==> src/rtl/serial_resp_pkg.sv <==
// Shared definitions for the serial register responder.
// State encodings, command-byte layout and reply codes.
package serial_resp_pkg;

    typedef enum logic [2:0] {
        S_IDLE      = 3'd0,
        S_CMD       = 3'd1,
        S_WAIT_DATA = 3'd2,
        S_REG_WR    = 3'd3,
        S_RD_WAIT   = 3'd4,
        S_SEND      = 3'd5
    } state_e;

    localparam int unsigned CMD_WR_BIT   = 7;
    localparam logic [7:0]  ACK_BYTE_DEF = 8'h06;
    localparam logic [7:0]  NAK_BYTE     = 8'h15;

endpackage

==> src/rtl/serial_timeout_ctr.sv <==
// Idle-cycle counter that flags when a wait has run for CYCLES cycles.
// expired is combinational so the caller can act in the same cycle.
module serial_timeout_ctr #(
    parameter int unsigned CYCLES = 16,
    parameter int unsigned W      = 5
) (
    input  logic clk,
    input  logic reset,
    input  logic clear,
    input  logic enable,
    output logic expired
);

    logic [W-1:0] cnt_q, cnt_d;

    assign expired = enable && (cnt_q == W'(CYCLES - 1));

    always_comb begin
        cnt_d = cnt_q;
        if (clear) begin
            cnt_d = '0;
        end else if (enable && !expired) begin
            cnt_d = cnt_q + 1'b1;
        end
    end

    always_ff @(posedge clk) begin
        if (reset) begin
            cnt_q <= '0;
        end else begin
            cnt_q <= cnt_d;
        end
    end

endmodule

==> src/rtl/serial_reg_responder.sv <==
// Serial-link register responder: one command in, one reply byte out.
// Optional write-data timeout enabled by defining SERIAL_RESP_TIMEOUT_EN.
module serial_reg_responder
    import serial_resp_pkg::*;
#(
    parameter logic [7:0]  ACK_BYTE       = ACK_BYTE_DEF,
    parameter int unsigned TIMEOUT_CYCLES = 1_000_000,
    parameter int unsigned TIMEOUT_W      = 20
) (
    input  logic       clk,
    input  logic       reset,
    input  logic [7:0] rx_data,
    input  logic       rx_valid,
    output logic       rx_rd_strobe,
    output logic [7:0] tx_data,
    output logic       tx_wr_strobe,
    input  logic       tx_busy,
    output logic [6:0] reg_addr,
    output logic [7:0] reg_wr_data,
    output logic       reg_wr_strobe,
    output logic       reg_rd_strobe,
    input  logic [7:0] reg_rd_data,
    output logic       timeout_err
);

    state_e     state_q, state_d;
    logic       wr_flag_q, wr_flag_d;
    logic [7:0] reply_q, reply_d;
    logic [6:0] reg_addr_q, reg_addr_d;
    logic [7:0] reg_wr_data_q, reg_wr_data_d;
    logic [7:0] tx_data_q, tx_data_d;
    logic       rx_rd_q, rx_rd_d;
    logic       tx_wr_q, tx_wr_d;
    logic       reg_wr_q, reg_wr_d;
    logic       reg_rd_q, reg_rd_d;
    logic       unused_cfg;

`ifdef SERIAL_RESP_TIMEOUT_EN
    logic tmo_clear, tmo_enable, tmo_expired;
    logic timeout_err_q, timeout_err_d;

    assign tmo_enable = (state_q == S_WAIT_DATA) && !rx_valid;

    serial_timeout_ctr #(
        .CYCLES (TIMEOUT_CYCLES),
        .W      (TIMEOUT_W)
    ) u_timeout (
        .clk     (clk),
        .reset   (reset),
        .clear   (tmo_clear),
        .enable  (tmo_enable),
        .expired (tmo_expired)
    );

    assign timeout_err = timeout_err_q;
    // NAK is reserved for a future error reply
    assign unused_cfg  = ^NAK_BYTE;
`else
    assign timeout_err = 1'b0;
    assign unused_cfg  = ^{NAK_BYTE, TIMEOUT_W'(TIMEOUT_CYCLES)};
`endif

    always_comb begin
        state_d       = state_q;
        wr_flag_d     = wr_flag_q;
        reply_d       = reply_q;
        reg_addr_d    = reg_addr_q;
        reg_wr_data_d = reg_wr_data_q;
        tx_data_d     = tx_data_q;
        rx_rd_d       = 1'b0;
        tx_wr_d       = 1'b0;
        reg_wr_d      = 1'b0;
        reg_rd_d      = 1'b0;
`ifdef SERIAL_RESP_TIMEOUT_EN
        tmo_clear     = 1'b0;
        timeout_err_d = 1'b0;
`endif
        case (state_q)
            S_IDLE: begin
                if (rx_valid) begin
                    reg_addr_d = rx_data[6:0];
                    wr_flag_d  = rx_data[CMD_WR_BIT];
                    rx_rd_d    = 1'b1;
                    state_d    = S_CMD;
                end
            end
            S_CMD: begin
                if (wr_flag_q) begin
`ifdef SERIAL_RESP_TIMEOUT_EN
                    tmo_clear = 1'b1;
`endif
                    state_d = S_WAIT_DATA;
                end else begin
                    reg_rd_d = 1'b1;
                    state_d  = S_RD_WAIT;
                end
            end
            S_WAIT_DATA: begin
                if (rx_valid) begin
                    reg_wr_data_d = rx_data;
                    rx_rd_d       = 1'b1;
                    state_d       = S_REG_WR;
                end
`ifdef SERIAL_RESP_TIMEOUT_EN
                else if (tmo_expired) begin
                    timeout_err_d = 1'b1;
                    state_d       = S_IDLE;
                end
`endif
            end
            S_REG_WR: begin
                reg_wr_d = 1'b1;
                reply_d  = ACK_BYTE;
                state_d  = S_SEND;
            end
            S_RD_WAIT: begin
                reply_d = reg_rd_data;
                state_d = S_SEND;
            end
            S_SEND: begin
                if (!tx_busy) begin
                    tx_data_d = reply_q;
                    tx_wr_d   = 1'b1;
                    state_d   = S_IDLE;
                end
            end
            default: begin
                state_d = S_IDLE;
            end
        endcase
    end

    always_ff @(posedge clk) begin
        if (reset) begin
            state_q       <= S_IDLE;
            wr_flag_q     <= 1'b0;
            reply_q       <= '0;
            reg_addr_q    <= '0;
            reg_wr_data_q <= '0;
            tx_data_q     <= '0;
            rx_rd_q       <= 1'b0;
            tx_wr_q       <= 1'b0;
            reg_wr_q      <= 1'b0;
            reg_rd_q      <= 1'b0;
        end else begin
            state_q       <= state_d;
            wr_flag_q     <= wr_flag_d;
            reply_q       <= reply_d;
            reg_addr_q    <= reg_addr_d;
            reg_wr_data_q <= reg_wr_data_d;
            tx_data_q     <= tx_data_d;
            rx_rd_q       <= rx_rd_d;
            tx_wr_q       <= tx_wr_d;
            reg_wr_q      <= reg_wr_d;
            reg_rd_q      <= reg_rd_d;
        end
    end

`ifdef SERIAL_RESP_TIMEOUT_EN
    always_ff @(posedge clk) begin
        if (reset) begin
            timeout_err_q <= 1'b0;
        end else begin
            timeout_err_q <= timeout_err_d;
        end
    end
`endif

    assign rx_rd_strobe  = rx_rd_q;
    assign tx_data       = tx_data_q;
    assign tx_wr_strobe  = tx_wr_q;
    assign reg_addr      = reg_addr_q;
    assign reg_wr_data   = reg_wr_data_q;
    assign reg_wr_strobe = reg_wr_q;
    assign reg_rd_strobe = reg_rd_q;

endmodule
==> config.mk <==
export PLATFORM = sky130hd
export DESIGN_NAME = serial_reg_responder
export DESIGN_NICKNAME = d
export VERILOG_FILES = /design/src/rtl/serial_resp_pkg.sv /design/src/rtl/serial_timeout_ctr.sv /design/src/rtl/serial_reg_responder.sv
export SDC_FILE = /design/constraint.sdc
export NUM_CORES = 1
export LEC_CHECK = 0
export BUFFER_PORTS_ARGS = -buffer_cell sky130_fd_sc_hd__buf_2
export CAP_MARGIN = 10
export CORE_MARGIN = 2
export CORE_UTILIZATION = 40
export DETAILED_ROUTE_END_ITERATION = 10
export PLACE_DENSITY = 0.72
export SLEW_MARGIN = 25
export SYNTH_ARGS = -nofsm -noshare
export SYNTH_HDL_FRONTEND = slang
export SYNTH_HIERARCHICAL = 1
export SYNTH_SLANG_ARGS = --single-unit
==> constraint.sdc <==
create_clock -name clk -period 1.6 [get_ports clk]
set_input_delay 0.08 -clock clk [delete_from_list [all_inputs] [get_ports clk]]
set_output_delay 0.08 -clock clk [all_outputs]
set_load 0.05 [all_outputs]
==> metrics.log <==
INFO  metric htree_levels = 2
INFO  metric leak_pwr = ~0.81 nW
INFO  metric final.fill_count = approximately 350
INFO  metric chipHeight = 65.9 µm
INFO  metric synth.net_count = ~200
INFO  metric hold_path.startpoint = rx_data[3]
INFO  metric synth.yosys.warnings = 6
INFO  metric vias_per_cell = about 5
INFO  metric post_cts.repair.setup_buffers = 0
INFO  metric core_area = between 3000 and 4000 µm²
INFO  metric min_path_cells = 3
INFO  metric rsz0062_at_grt = false
INFO  metric hp-class = in -> reg
INFO  metric ctsLongestPathBuffers = 2
INFO  metric grt_overflow = 0
INFO  metric tightest_slew = between 600 and 700 ps
INFO  metric num_antenna_cells = 0
INFO  metric fin_nets = roughly 240
INFO  metric r2r-end = reply_q[4]$_SDFFE_PP0P_
INFO  metric post_cts_hold_buffer_count = 0
INFO  metric worst-path-max-fanout = 11
INFO  metric drv_slew = 0
INFO  metric grt_pass1_vias = roughly 1100
INFO  metric grt_pass1_wl = between 5000 and 6000 µm
INFO  metric synth.cell_area = around 1500 µm²
INFO  metric crit_path_start_kind = register
INFO  metric timing.hold.worst_endpoint = reg_addr[3]$_SDFFE_PP0P_
INFO  metric synth_cells = 177
INFO  metric finalHoldWorstSlack = about 35 ps
INFO  metric crit_arrival = between 1500 and 2000 ps
INFO  metric yosys.cell_count.top_type = sky130_fd_sc_hd__dfxtp_1
INFO  metric final.setup_skew = ~7.3 ps
INFO  metric design_power_total = ~2.2 mW
INFO  metric synthesis.area_per_instance = a little under 9 µm²
INFO  metric switching_share = 27.3%
INFO  metric yosys.area.top_type = sky130_fd_sc_hd__dfxtp_1
INFO  metric wirelength = between 3000 and 4000 µm
INFO  metric timing_hold_violations_final = 0
INFO  metric worst_ir_drop_on_vdd = 700 µV
INFO  metric gp_routability_congestion = ~0.8
INFO  metric numPortBuffers = 46
INFO  metric synth_edf_count = 0
INFO  metric num_vias = approximately 1300
INFO  metric tritoncts.num_buffers = 5
INFO  metric die_w = 65.9 µm
INFO  metric route.detailed.wl_per_inst = ~11 µm
INFO  metric seqPwrFrac = 48.1%
INFO  metric final.setup.tns = 0 ps
INFO  metric endpoint_kind = register
INFO  metric post_route_cells_drive_above_1_share = 29.6%
INFO  metric timing.critical_path.cells = buf_4 > or3b_2 > nor2_1 > nor4_1
INFO  metric clkTransAtPathRegs = 80 ps
INFO  metric drv.max_cap_violation_count = 0
INFO  metric critical-path-max-stage-delay = between 500 and 600 ps
INFO  metric r2r_slack = about 160 ps
INFO  metric synthFlopType = sky130_fd_sc_hd__dfxtp_1
INFO  metric outcome = finished clean
INFO  metric postLayoutCoreUtil = between 50% and 60%
INFO  metric postCtsResizedCells = 0
INFO  metric globalRouteTotalUtil = ~16%
INFO  metric synthDistinctLibCells = 31
INFO  metric drt_pre_antenna_iters = 4
INFO  metric cts.root.buffer_cell = sky130_fd_sc_hd__clkbuf_8
INFO  metric number_of_antenna_violations_at_the_first_check_in_global_routing = 0
INFO  metric final_critical_delay_including_setup_and_external_delays = between 1000 and 1500 ps
INFO  metric finalWorstSetupSlack = between 150 and 200 ps
INFO  metric syn2layout_area_growth = 24.5%
INFO  metric drtIter0Drc = 55
INFO  metric synth.cells.most_frequent = sky130_fd_sc_hd__dfxtp_1 (39), sky130_fd_sc_hd__nand2_1 (35), sky130_fd_sc_hd__a21oi_1 (24)
INFO  metric power_density = 1170 nW/µm²
INFO  metric timing.critical_path.required = ~1700 ps
INFO  metric synth-async-reset-ratio = 0%
INFO  metric critical_path.top_delay_family = simple AND/OR/NAND/NOR gates
INFO  metric synth.area.top_cells = sky130_fd_sc_hd__dfxtp_1 (51%), sky130_fd_sc_hd__nand2_1 (8.6%), sky130_fd_sc_hd__a21oi_1 (7.8%), sky130_fd_sc_hd__mux2i_1 (5.2%), sky130_fd_sc_hd__nor2_1 (5.2%)
INFO  metric latest_clock_arrival_within_the_worst_skew_pair = just under 300 ps
INFO  metric slew-limit-headroom = 54.5%
INFO  metric report.final.setup_viol = 0
INFO  metric ys_ff_latch = 39
INFO  metric detailed_place_hpwl = between 2000 and 2500 µm
INFO  metric p_switching = 0.608 mW
INFO  metric io-pin-count = 48
INFO  metric cts_tree = built
INFO  metric logic_depth_of_the_worst_register_to_register_path = 4
INFO  metric crit_path_top_delay_cell = sky130_fd_sc_hd__or3b_2
INFO  metric timing.fmax = ~700 MHz
INFO  metric placement_rows = 22
INFO  metric drc = 0
INFO  metric final_antenna_net_count = 0
INFO  metric grt_start_max_net_pins = 40
INFO  metric setup.worst_path.class = reg -> reg
INFO  metric synth.yosys.seq_area_share = about half
INFO  metric power.combinational.fraction = between 15 and 20%
INFO  metric internal_power = roughly 1.6 mW
INFO  metric critical_path_buf_inv_count = 1
INFO  metric floorplan.initialDensity = about two fifths
INFO  metric die-area = between 4000 and 5000 µm²
INFO  metric clkSinkCount = 39
INFO  metric layout_worst_path_cycle_share = around nine tenths
INFO  metric clkPwrFrac = 36.0%
INFO  metric yosysTopAreaCellShare = 51.0%
INFO  metric dp_slack = around 180 ps
INFO  metric worstReg2RegStart = state_q[0]$_SDFFE_PP0P_
-- worst max-delay path by stage --
| stage | start | to | slack [ps] | cells past startpoint |
|---|---|---|---|---|
| floorplan | state_q[0]$_SDFFE_PP0P_ | reg_addr[0]$_SDFFE_PP0P_ | 330 | 5 |
| global placement | state_q[0]$_SDFFE_PP0P_ | reply_q[6]$_SDFFE_PP0P_ | 170 | 4 |
| detailed placement | state_q[0]$_SDFFE_PP0P_ | reply_q[7]$_SDFFE_PP0P_ | 180 | 4 |
| CTS | state_q[2]$_SDFFE_PP0P_ | tx_data[4]$_SDFFE_PP0P_ | 160 | 4 |
| global route | state_q[2]$_SDFFE_PP0P_ | tx_data[4]$_SDFFE_PP0P_ | 5 | 4 |
| finish | state_q[0]$_SDFFE_PP0P_ | reply_q[4]$_SDFFE_PP0P_ | 160 | 4 |
-- tightest hold or removal path, cell delays in order --
cell                      delay (ps)
sky130_fd_sc_hd__buf_2           110
sky130_fd_sc_hd__nand2_1          50
sky130_fd_sc_hd__a21oi_1          50
-- state kept, by name, indices dropped and copies added, names as in the netlist --
signal,flops
reg_wr_strobe,1
rx_rd_strobe,1
reg_wr_data,8
wr_flag_q,1
tx_data,8
reply_q,8
reg_addr,7
reg_rd_strobe,1
tx_wr_strobe,1
state_q,3
-- power by group through the flow --
stage	combinational [mW]	sequential (mW)	clock, mW
after floorplan	0.205	1.15	0
final	0.353	1.07	0.802
after detailed placement	0.354	1.09	0
after global placement	0.351	1.09	0
after CTS	0.355	1.07	0.827
after global routing	0.388	1.08	0.869
-- metrics by stage --
stage	cells	cell area [µm²]
2_1_floorplan	177	1530
3_3_place_gp	263	1790
3_5_place_dp	263	1790
4_1_cts	271	1910
5_1_grt	271	1910
6_report	271	1910
-- layout by cell type (no fill, tap or decap), types with 2 or more instances in the layout --
cell type	n
sky130_fd_sc_hd__nand2_1	35
sky130_fd_sc_hd__a31oi_1	2
sky130_fd_sc_hd__nand2b_1	3
sky130_fd_sc_hd__clkbuf_8	5
sky130_fd_sc_hd__o21ai_0	2
sky130_fd_sc_hd__nor2_1	21
sky130_fd_sc_hd__nor3_1	3
sky130_fd_sc_hd__dfxtp_1	39
sky130_fd_sc_hd__buf_4	7
sky130_fd_sc_hd__mux2i_1	8
sky130_fd_sc_hd__nor4_1	7
sky130_fd_sc_hd__o21bai_1	2
sky130_fd_sc_hd__a21oi_1	24
sky130_fd_sc_hd__buf_2	46
-- cell type report --
| class | count | area (µm²) | area share [%] |
|---|---|---|---|
| tap | 48 | 60.1 | 3.15 |
| multi-input combinational | 123 | 669 | 35.1 |
| clock inverter | 3 | 43.8 | 2.30 |
| clock buffer | 5 | 68.8 | 3.61 |
| timing repair buffer | 53 | 283 | 14.8 |
| sequential | 39 | 781 | 41.0 |
-- per-layer routing --
layer / track usage [%] / vias up / routed length [µm] / part of all wire (%)
li1: - / 685 / - / -
met4: 7.81 / 0 / 68 / 2.2
met2: 22.5 / 36 / 1330 / 44
met5: 0 / - / 0 / 0
met3: 4.77 / 5 / 177 / 5.8
met1: 21.4 / 593 / 1480 / 48
-- kinds of logic after synthesis --
group | count (synthesis) | synth area share [%]
flops | 39 | 51.0
buf+inv | 15 | 5.23
mux | 8 | 5.23
other cells | 1 | 0.245
simple gates | 82 | 27.0
compound gates | 32 | 11.3
Power figures use the tool's default switching activity.
